**src/rtl/ram_ctrl_pkg.sv**
```systemverilog
// ram_ctrl_pkg: definitions shared by the RAM writer and the ROM/RAM reader.
//   CNT_MAX_DEF    - default debounce hold count (20 ms at 50 MHz)
//   ST_IDLE/FILL/DONE - fill FSM state codes
//   pat_e          - test pattern select (incrementing / inverted address)
package ram_ctrl_pkg;

  localparam logic [23:0] CNT_MAX_DEF = 24'd999_999;

  localparam logic [1:0] ST_IDLE = 2'd0;
  localparam logic [1:0] ST_FILL = 2'd1;
  localparam logic [1:0] ST_DONE = 2'd2;

  typedef enum logic {
    PAT_INC = 1'b0,
    PAT_INV = 1'b1
  } pat_e;

endpackage

```
**src/rtl/key_filter.sv**
```systemverilog
// key_filter: debounces one active-low push-button.
//   sys_clk    - system clock, rising edge
//   sys_rst    - synchronous active-high reset, clears the hold counter
//   key_in     - raw active-low key
//   press_flag - single-cycle pulse once the key has been low CNT_MAX cycles
module key_filter
  import ram_ctrl_pkg::*;
#(
  parameter logic [23:0] CNT_MAX = CNT_MAX_DEF
) (
  input  logic sys_clk,
  input  logic sys_rst,
  input  logic key_in,
  output logic press_flag
);

  logic [23:0] cnt_q, cnt_d;

  // Saturating at CNT_MAX keeps a held key from ever re-reaching the
  // flag value, so one press gives exactly one flag.
  always_comb begin
    cnt_d = cnt_q;
    if (key_in) begin
      cnt_d = '0;
    end else if (cnt_q != CNT_MAX) begin
      cnt_d = cnt_q + 24'd1;
    end
  end

  always_ff @(posedge sys_clk) begin
    if (sys_rst) begin
      cnt_q <= '0;
    end else begin
      cnt_q <= cnt_d;
    end
  end

  // Gating with the live key means the key must still be low on its
  // CNT_MAX-th consecutive cycle; shorter glitches never flag.
  assign press_flag = !key_in && (cnt_q == CNT_MAX - 24'd1);

endmodule

```
**src/rtl/ram_wr_ctrl.sv**
```systemverilog
// ram_wr_ctrl: fills a single-port RAM with a key-selected test pattern.
//   sys_clk  - system clock, rising edge
//   sys_rst  - synchronous active-high reset (aborts any burst)
//   key1     - active-low key, starts an incrementing-pattern burst
//   key2     - active-low key, starts an inverted-pattern burst
//   wr_en    - RAM write enable, one word per cycle
//   wr_addr  - RAM write address (0 while idle)
//   wr_data  - RAM write data (0 while idle)
//   busy     - high during the fill burst
//   done     - one-cycle pulse after the last word
module ram_wr_ctrl
  import ram_ctrl_pkg::*;
#(
  parameter logic [23:0] CNT_MAX = CNT_MAX_DEF,
  parameter int          ADDR_W  = 8,
  parameter int          DATA_W  = 8
) (
  input  logic              sys_clk,
  input  logic              sys_rst,
  input  logic              key1,
  input  logic              key2,
  output logic              wr_en,
  output logic [ADDR_W-1:0] wr_addr,
  output logic [DATA_W-1:0] wr_data,
  output logic              busy,
  output logic              done
);

  logic flag1, flag2;

  key_filter #(.CNT_MAX(CNT_MAX)) u_key1 (
    .sys_clk   (sys_clk),
    .sys_rst   (sys_rst),
    .key_in    (key1),
    .press_flag(flag1)
  );

  key_filter #(.CNT_MAX(CNT_MAX)) u_key2 (
    .sys_clk   (sys_clk),
    .sys_rst   (sys_rst),
    .key_in    (key2),
    .press_flag(flag2)
  );

  function automatic logic [DATA_W-1:0] fill_word(input logic [ADDR_W-1:0] a,
                                                  input pat_e p);
    logic [DATA_W-1:0] w;
    w = DATA_W'(a);
    if (p == PAT_INV) begin
      w = ~w;
    end
    return w;
  endfunction

  logic [1:0]        state_q, state_d;
  pat_e              pat_q, pat_d;
  logic              wr_en_q, wr_en_d;
  logic [ADDR_W-1:0] wr_addr_q, wr_addr_d;
  logic [DATA_W-1:0] wr_data_q, wr_data_d;
  logic              busy_q, busy_d;
  logic              done_q, done_d;

  // Next-state and next-output decode; outputs default to their idle
  // value (all zero) so address/data read 0 whenever wr_en is low.
  always_comb begin
    state_d   = state_q;
    pat_d     = pat_q;
    wr_en_d   = 1'b0;
    wr_addr_d = '0;
    wr_data_d = '0;
    busy_d    = 1'b0;
    done_d    = 1'b0;
    case (state_q)
      ST_IDLE: begin
        // key1 takes priority when both flags land together
        if (flag1 || flag2) begin
          state_d   = ST_FILL;
          pat_d     = flag1 ? PAT_INC : PAT_INV;
          wr_en_d   = 1'b1;
          busy_d    = 1'b1;
          wr_data_d = fill_word('0, flag1 ? PAT_INC : PAT_INV);
        end
      end
      ST_FILL: begin
        // Exit on the all-ones address; key flags are ignored here.
        if (wr_addr_q == {ADDR_W{1'b1}}) begin
          state_d = ST_DONE;
          done_d  = 1'b1;
        end else begin
          wr_en_d   = 1'b1;
          busy_d    = 1'b1;
          wr_addr_d = wr_addr_q + 1'b1;
          wr_data_d = fill_word(wr_addr_q + 1'b1, pat_q);
        end
      end
      ST_DONE: begin
        state_d = ST_IDLE;
      end
      default: begin
        state_d = ST_IDLE;
      end
    endcase
  end

  always_ff @(posedge sys_clk) begin
    if (sys_rst) begin
      state_q   <= ST_IDLE;
      pat_q     <= PAT_INC;
      wr_en_q   <= 1'b0;
      wr_addr_q <= '0;
      wr_data_q <= '0;
      busy_q    <= 1'b0;
      done_q    <= 1'b0;
    end else begin
      state_q   <= state_d;
      pat_q     <= pat_d;
      wr_en_q   <= wr_en_d;
      wr_addr_q <= wr_addr_d;
      wr_data_q <= wr_data_d;
      busy_q    <= busy_d;
      done_q    <= done_d;
    end
  end

  assign wr_en   = wr_en_q;
  assign wr_addr = wr_addr_q;
  assign wr_data = wr_data_q;
  assign busy    = busy_q;
  assign done    = done_q;

endmodule

```
**config.mk**
```make
export PLATFORM = sky130hd
export DESIGN_NAME = ram_wr_ctrl
export DESIGN_NICKNAME = d
export VERILOG_FILES = /design/src/rtl/ram_ctrl_pkg.sv /design/src/rtl/key_filter.sv /design/src/rtl/ram_wr_ctrl.sv
export SDC_FILE = /design/constraint.sdc
export NUM_CORES = 1
export LEC_CHECK = 0
export CORE_AREA = 4 4 99 64
export CTS_BUF_LIST = sky130_fd_sc_hd__clkbuf_4
export DETAILED_ROUTE_END_ITERATION = 10
export DIE_AREA = 0 0 103 68
export PLACE_DENSITY = 0.76
export SYNTH_ARGS = -nofsm -noshare
export SYNTH_HDL_FRONTEND = slang
export SYNTH_SLANG_ARGS = --single-unit
export TNS_END_PERCENT = 50
```
**constraint.sdc**
```tcl
create_clock -name sys_clk -period 2.1 [get_ports sys_clk]
set_input_delay 0.315 -clock sys_clk [delete_from_list [all_inputs] [get_ports sys_clk]]
set_output_delay 0.315 -clock sys_clk [all_outputs]
set_load 0.03 [all_outputs]
```
# ---- Word level (Yosys, flattened, before mapping)
# Cells that the tools add are included.
dict set report totals {
  ff_bits 69
  in_bits 4
  out_inout_bits 19
  elab_cells 46
}
dict set report op_classes {
  add_sub_neg 3
  n_eq_ne 8
  n_mux 13
  bitwise_logic 2
  n_reduce_logical 12
}
# operator count
set op_table {}
lappend op_table {{$add 24x1->24 const B} 2}
lappend op_table {{$eq 24x20->1 const B} 2}
lappend op_table {{$ne 24x20->1 const B} 2}
lappend op_table {{$mux 8} 4}
lappend op_table {{$pmux 8 s2} 1}
lappend op_table {{$add 8x1->8 const B} 1}
lappend op_table {{$eq 8x8->1 const B} 1}
lappend op_table {{$not 8->8} 1}
lappend op_table {{$reduce_or 2->1} 3}
lappend op_table {{$mux 1} 4}
lappend op_table {{$mux 2} 2}
lappend op_table {{$ne 2x2->1 const B} 2}
lappend op_table {{$pmux 2 s2} 1}
lappend op_table {{$reduce_and 2->1} 2}
lappend op_table {{$reduce_or 3->1} 1}
lappend op_table {{$eq 2x1->1 const B} 1}
lappend op_table {{$logic_and 1x1->1} 2}
lappend op_table {{$logic_not 1->1} 2}
lappend op_table {{$logic_not 2->1} 1}
lappend op_table {{$pmux 1 s2} 1}
lappend op_table {{$logic_or 1x1->1} 1}
lappend op_table {{$not 1->1} 1}

# ---- Logic depth before layout (Yosys ltp)
# Gate-level depths: netlist of the first run.
dict set report depth {
  depth_word 5
  depth_mapped 7
  depth_no_buf 6
}

# ---- Hierarchy
# From an unflattened synthesis of the first run, not the netlist that was laid out.
dict set report unflattened {
  cells_unflattened 364
  area_unflattened_um2 3326.9
}
# mod n_inst cells_each area_each_um2 seq_area_each_um2
set modules_own_cells {}
lappend modules_own_cells {key_filter 2 140 1239.9 480.5}
lappend modules_own_cells {ram_wr_ctrl 1 84 847.1 420.4}

# ---- Least setup slack after synthesis of the first run
# Ideal clock, no wire load.
dict set report synth_timing {
  path_type {reg-to-reg}
  start {reg wr_addr_q[0], in the netlist wr_addr[0]}
  end {reg wr_addr_q[2], in the netlist wr_addr[2]}
  arrival_ns 1.636
  required_ns 1.978
  slack_ns 0.341
  stages_incl_launch_ff 7
  path_buffers 1
  cell_sequence {dfxtp_1 -> ha_1 -> nand2_1 -> nor3_1 -> or2_2 -> clkbuf_1 -> nor2_1}
}
dict set report synth_between {
  elab_chain_cells 2
  word_cells_on_any_way 3
}
# element line
set synth_lines {}
lappend synth_lines {{from (decl)} ram_wr_ctrl.sv:58} ;# logic [ADDR_W-1:0] wr_addr_q, wr_addr_d;
lappend synth_lines {{from (signal assigned)} ram_wr_ctrl.sv:118} ;# wr_addr_q <= wr_addr_d;
lappend synth_lines {{branches (longest 2 deep; another with $add 8x1->8)} --}
# Several ways; the timed one is not identified.
# A chain may end at the register's enable or synchronous reset.

# ---- Final worst setup path of the first run
dict set report layout_timing {
  start {reg wr_addr_q[0], in the netlist wr_addr[0]}
  end {out wr_addr[0]}
}
# element line
set layout_rtl {}
lappend layout_rtl {{to (decl)} ram_wr_ctrl.sv:23} ;# output logic [ADDR_W-1:0] wr_addr,
# No word-level cell between the ends.

==> results of run 1 <==
power groups by stage:
| stage | registers [mW] | logic [mW] | clock network (mW) |
|---|---|---|---|
| finish | 1.32 | 0.0400 | 1.11 |
| global route | 1.32 | 0.0448 | 1.18 |
| CTS | 1.32 | 0.0404 | 1.13 |
| detailed placement | 1.35 | 0.0400 | 0 |
| global placement | 1.35 | 0.0390 | 0 |
| floorplan | 1.35 | 0.0268 | 0 |
registers in the layout, summed over array words and instances, names as in the netlist:
name	count
u_key1.cnt_q	24
wr_data	8
pat_q	1
done	1
state_q	2
u_key2.cnt_q	24
wr_addr	8
busy	1
area by class of cell:
| class | count | area (um^2) | area share (%) |
|---|---|---|---|
| multi-input combinational | 270 | 1700 | 46.6 |
| clock buffer | 10 | 75.1 | 2.06 |
| sequential | 69 | 1380 | 37.9 |
| timing repair buffer | 27 | 258 | 7.07 |
| clock inverter | 6 | 111 | 3.06 |
| tap | 69 | 86.3 | 2.37 |
| inverter | 9 | 33.8 | 0.927 |
critical path, delay by kind of cell (launching register included):
family	cells	cell delay [ns]
flip-flops	1	0.35
buffers and inverters	2	0.84
synthesized netlist by cell type (4+ instances only):
cell type,n
nor4_1,5
or3_1,5
ha_1,5
xnor2_1,22
and3_1,9
inv_1,9
nand4_1,15
a21oi_1,15
nor2_1,61
xor2_1,26
nor3_1,7
a31oi_1,5
o21ai_0,9
nand2_1,19
nand3_1,21
dfxtp_1,69
clkbuf_1,8
and4_1,4
and2_1,4
or2_2,7
stage by stage:
step	setup WS, ns	total power [mW]
2_1_floorplan	0.341	1.37
3_3_place_gp	0.358	1.39
3_5_place_dp	0.250	1.39
4_1_cts	0.143	2.49
5_1_grt	0.0219	2.54
6_report	0.169	2.47
worst paths after layout:
path	start	end	slack [ns]	cells after the start
setup / recovery	wr_addr[0]	wr_addr[0]	0.17	2
setup reg to reg	u_key2.cnt_q[0]	u_key2.cnt_q[5]	0.17	6
hold / removal	u_key1.cnt_q[19]	u_key1.cnt_q[19]	0.53	2
hold reg to reg	u_key1.cnt_q[19]	u_key1.cnt_q[19]	0.53	2
cell families after synthesis:
| family | synth area share [%] |
|---|---|
| multiplexers | 0.316 |
| flip-flops | 43.7 |
| AO/OA/AOI/OAI | 6.80 |
| XOR/XNOR | 14.7 |
| buffers and inverters | 2.69 |
| AND/OR/NAND/NOR | 29.9 |
| adder cells (fa/ha/maj) | 1.98 |
routing by layer:
metal / up-vias / global-route usage [%] / share of wire [%]
met3: 11 / 6.92 / 4.9
met4: 0 / 7.75 / 1.4
met2: 51 / 28.4 / 41
met5: - / 0 / 0
met1: 1161 / 30.6 / 53
li1: 1297 / - / -
cell usage in the layout (no fill, tap or decap), drive strengths merged, types with 3 or more instances in the layout:
cell / count
clkinv: 3
buf: 5
clkdlybuf4s50: 22
dfxtp: 69
or2: 7
nor3: 7
and3: 10
or3: 6
o21ai: 9
ha: 5
bufinv: 3
a31oi: 5
nor4: 8
nand3b: 3
nand4: 15
nor2: 61
a21oi: 15
xor2: 26
nand2: 20
xnor2: 22
inv: 9
clkbuf: 10
nand3: 21
and4: 4
and2: 4
==> impl_metrics.ini, run 1 <==
[status]
status = finished clean

[synth]
netlist.area_leader.share_pct = 43.7
synthArstFlopShare_pct = 0
ys_ff_latch = 69
syn_area_mm2 = 0.00316
synth_edf_count = 0
synth_cell_type_count = 45
yosysWarnings = 0
ys.flop_type = dfxtp_1
syn_avg_cell_area_um2 = 8.79
synthTopCellsByArea = dfxtp_1 44%, nor2_1 7.2%, xor2_1 7.2%
yosysSeqAreaShare_pct = 43.7
synth_top_area_cell = dfxtp_1
syn_nets = 369
synth_cells = 360

[power]
p_switching_mw = 0.522
power_density_mw_per_mm2 = 677
clkPwrFrac_pct = 44.9
leakagePower_nw = 1.24
p_int_mw = 1.94
peakVddDrop_v = 0.000454
comb_power_share_pct = 1.6
power_frac_seq_pct = 53.4
swShare_pct = 21.2

[setup_path]
cp_slowest_cell = clkdlybuf4s50_1
endpoint_kind = output port
worstPathCellList = buf_4, clkdlybuf4s50_1
cp.arrival_ns = 1.62
critPathKind = reg2out
critPathMaxFanout = 7
cp.required_ns = 1.78
slowest_delay_ns = 0.68
worst_setup_path_start_kind = flip-flop

[sta]
tightest_slew_ns = 0.398
max_freq_mhz = 518
slew_violations = 0
post-route-period-util_pct = 92.0
setup_viol = 0
period_minus_slack_ns = 1.93
relSlewSlack_pct = 73.3
tns_ns = 0
holdWs_ns = 0.528
fin_skew_ns = 0.0157
hold_viol = 0
rsz0062_at_grt = no

[global_routing]
grt_pass1_wl_um = 11200
grt_max_degree = 22
grt_pass1_vias = 2338
grt_use_total_pct = 21.0
antenna_found_initial = 0
gr-total-overflow = 0

[final_layout]
nFillCells = 450
final_area_mm2 = 0.00364
n_antenna_cell = 0
layout.nets = 395
syn2layout_area_growth_pct = 15.1
fin_util_pct = 67.3
instances_no_fill = 460
drive_gt1_share_pct = 9.21

[detailed_routing]
drtPass1Iterations = 4
drc = 0
routed_wl_um = 6650
wire_per_inst_um = 14.5
vias_per_cell = 5.48
drtAntennaViolNets = 0
num_vias = 2520
drtIter0Drc = 226

[place]
dp_cells = 444
post_dp_cell_area_mm2 = 0.00346
io_buffers = 22
gp_congestion = 0.773
dp_hpwl_um = 4720

[floorplanning]
io_pins = 23
row_count = 21
core_area_mm2 = 0.00541
die_y_um = 68
die_w_um = 103
dieArea_mm2 = 0.00700
start_util_pct = 58.5

[clocking]
postCtsSetupRepairBufs = 0
cts_hold_buffers = 0
cts_tree = done
root_buffer = clkbuf_4
clk_latency_ns = 0.43
htree_levels = 3
clock_path_buffers = 2
cts_made_buffers = 9
cts_sinks = 69
clkSlewWorstSetupHoldPaths_ns = 0.11
cts_resized = 0

[hold_path]
min_path_type = reg2reg

[job]
maxCapViolCount = 0
No activity file was read; power rests on OpenSTA's default activity.
==> run 2: changes to the inputs <==
CORE_AREA = 2 2 97 62   (was 4 4 99 64)
DIE_AREA = 0 0 99 64   (was 0 0 103 68)
clock period = 1.83 ns   (was 2.1 ns; I/O delays follow)
==> run 2 against run 1 <==
- first-iteration DRC count shrank 20%
- critical path depth is 3 higher
- core utilization grew 1.1 points
- power is 1.1% higher
- worst hold slack got worse by 0.0087 ns
- global-route usage up 1.8 points
- die area decreased by 9.5%
- non-clock buffer count is 10 higher
- largest power group unchanged
==> impl_metrics.ini, run 2 (synthesis results as in run 1) <==
[setup_path]
slowest_delay_ns = 0.50
cp_slowest_cell = or4_4
r2r_setup_slack_ns = 0.11
cp.required_ns = 2.11
cp.arrival_ns = 2.01
path_buf_inv = 0
worst_setup_path_start_kind = flip-flop
worstPathCellList = nand2_2, or4_4, or3_4, nor2_1, a211oi_2
critPathMaxFanout = 5
endpoint_kind = flip-flop
critPathKind = reg2reg
crit_family = simple AND/OR/NAND/NOR gates

[place]
io_buffers = 22
pre_cts_slack_ns = 0.125
dp_hpwl_um = 4920
gp_congestion = 0.859
dp_cells = 453

[sta]
holdWs_ns = 0.519
setup_ws_ns = 0.109
relSlewSlack_pct = 68.7
slew_violations = 0
fin_skew_ns = 0.0175
tightest_slew_ns = 0.468
period_minus_slack_ns = 1.72
post-route-period-util_pct = 94.0
hold_viol = 0
rsz0062_at_grt = yes
max_freq_mhz = 581
setup_viol = 0

[power]
clkPwrFrac_pct = 37.2
p_int_mw = 1.94
comb_power_share_pct = 2.3
p_switching_mw = 0.548
peakVddDrop_v = 0.000433
leakagePower_nw = 1.34
power_mw = 2.49
power_frac_seq_pct = 60.5
power_density_mw_per_mm2 = 676
swShare_pct = 22.0

[clocking]
cts_tree = done
cts_made_buffers = 9
clock_path_buffers = 2
cts_hold_buffers = 0
clkSlewWorstSetupHoldPaths_ns = 0.12
root_buffer = clkbuf_4
cts_sinks = 69
htree_levels = 3
clk_latency_ns = 0.41

[global_routing]
grt_max_degree = 22
antenna_found_initial = 0
gr-total-overflow = 0
grt_busiest_layer = met1
grt_use_total_pct = 22.8
grt_pass1_vias = 2297
met3_usage_pct = 8.97
grtUsageMet1_pct = 34.4
grt_pass1_wl_um = 11300
gr-usage-met2_pct = 30.2

[final_layout]
layout.nets = 405
multiInputGateArea_mm2 = 0.00173
syn2layout_area_growth_pct = 16.5
nFillCells = 420
n_antenna_cell = 0
drive_gt1_share_pct = 12.2
seqCellArea_mm2 = 0.00138
final_cell_mix = 69 x dfxtp_1, 61 x nor2_1, 26 x xor2_1
instances_no_fill = 470
mostFrequentLayoutCell = dfxtp_1
top_regs = u_key1.cnt_q: 24 flops, u_key2.cnt_q: 24 flops

[detailed_routing]
wire_per_inst_um = 14.6
drtAntennaViolNets = 0
num_vias = 2637
drc = 0
vias_per_cell = 5.61
drtIter0Drc = 180
drtPass1Iterations = 4
routed_wl_um = 6860

[floorplanning]
core_area_mm2 = 0.00539
dieArea_mm2 = 0.00634
io_pins = 23
row_count = 21
die_w_um = 99
die_y_um = 64
start_util_pct = 58.7

[status]
status = finished clean

[hold_path]
min_path_type = reg2reg

[job]
maxCapViolCount = 0
run 2: cell types whose count changed in the layout (fill, tap and decap cells not counted), moves of 2 or more:
cell	delta
clkdlybuf4s50_1	-8
dlymetal6s2s_1	+2
nor3_2	+2
nor3_1	-2
clkinv_1	+2
clkinv_4	-2
dlygate4sd2_1	+6
bufinv_16	-2
buf_4	+10
run 2: cell type report:
cell class	count	area share (%)
timing repair buffer	37	8.96
clock buffer	10	2.04
clock inverter	6	1.46
sequential	69	37.5
inverter	9	0.916
tap	69	2.34
multi-input combinational	270	46.8
run 2: per-layer routing:
| metal | part of all wire (%) | vias to the layer above |
|---|---|---|
| li1 | - | 1322 |
| met1 | 51 | 1204 |
| met2 | 39 | 103 |
| met3 | 8.7 | 8 |
| met4 | 0.98 | 0 |
| met5 | 0 | - |
run 2: through the flow:
step | utilization, % | setup TNS [ns] | area (um^2)
detailed placement | 65.4 | 0 | 3520
finish | 68.4 | 0 | 3690
CTS | 67.7 | 0 | 3650
global route | 68.4 | -0.0126 | 3690
floorplan | - | 0 | 3160
global placement | 65.4 | 0 | 3520
run 2: power groups by stage:
stage / combinational, mW / sequential [mW] / clock, mW
after global placement: 0.0541 / 1.54 / 0
after detailed placement: 0.0549 / 1.54 / 0
after CTS: 0.0554 / 1.51 / 0.950
after floorplan: 0.0307 / 1.54 / 0
final: 0.0574 / 1.51 / 0.926
after global routing: 0.0632 / 1.51 / 1.02
run 2: what timing repair did:
item,in CTS,in global routing
endpoints found under the setup margin,6,10
resized for setup,6,7
buffers inserted,0,1
run 2: path summary, 6_finish.rpt:
kind,endpoint,start,cells past startpoint
setup / recovery,u_key1.cnt_q[1],u_key1.cnt_q[5],5
hold / removal,u_key2.cnt_q[3],u_key2.cnt_q[3],2
setup reg to reg,u_key1.cnt_q[1],u_key1.cnt_q[5],5
hold reg to reg,u_key2.cnt_q[3],u_key2.cnt_q[3],2
run 2: worst min-delay path: cells and delay by family, from the launching register on:
| kind | cells | cell delay [ns] |
|---|---|---|
| DFF | 1 | 0.36 |
| and+or+nand+nor | 1 | 0.07 |
| muxes | 1 | 0.06 |
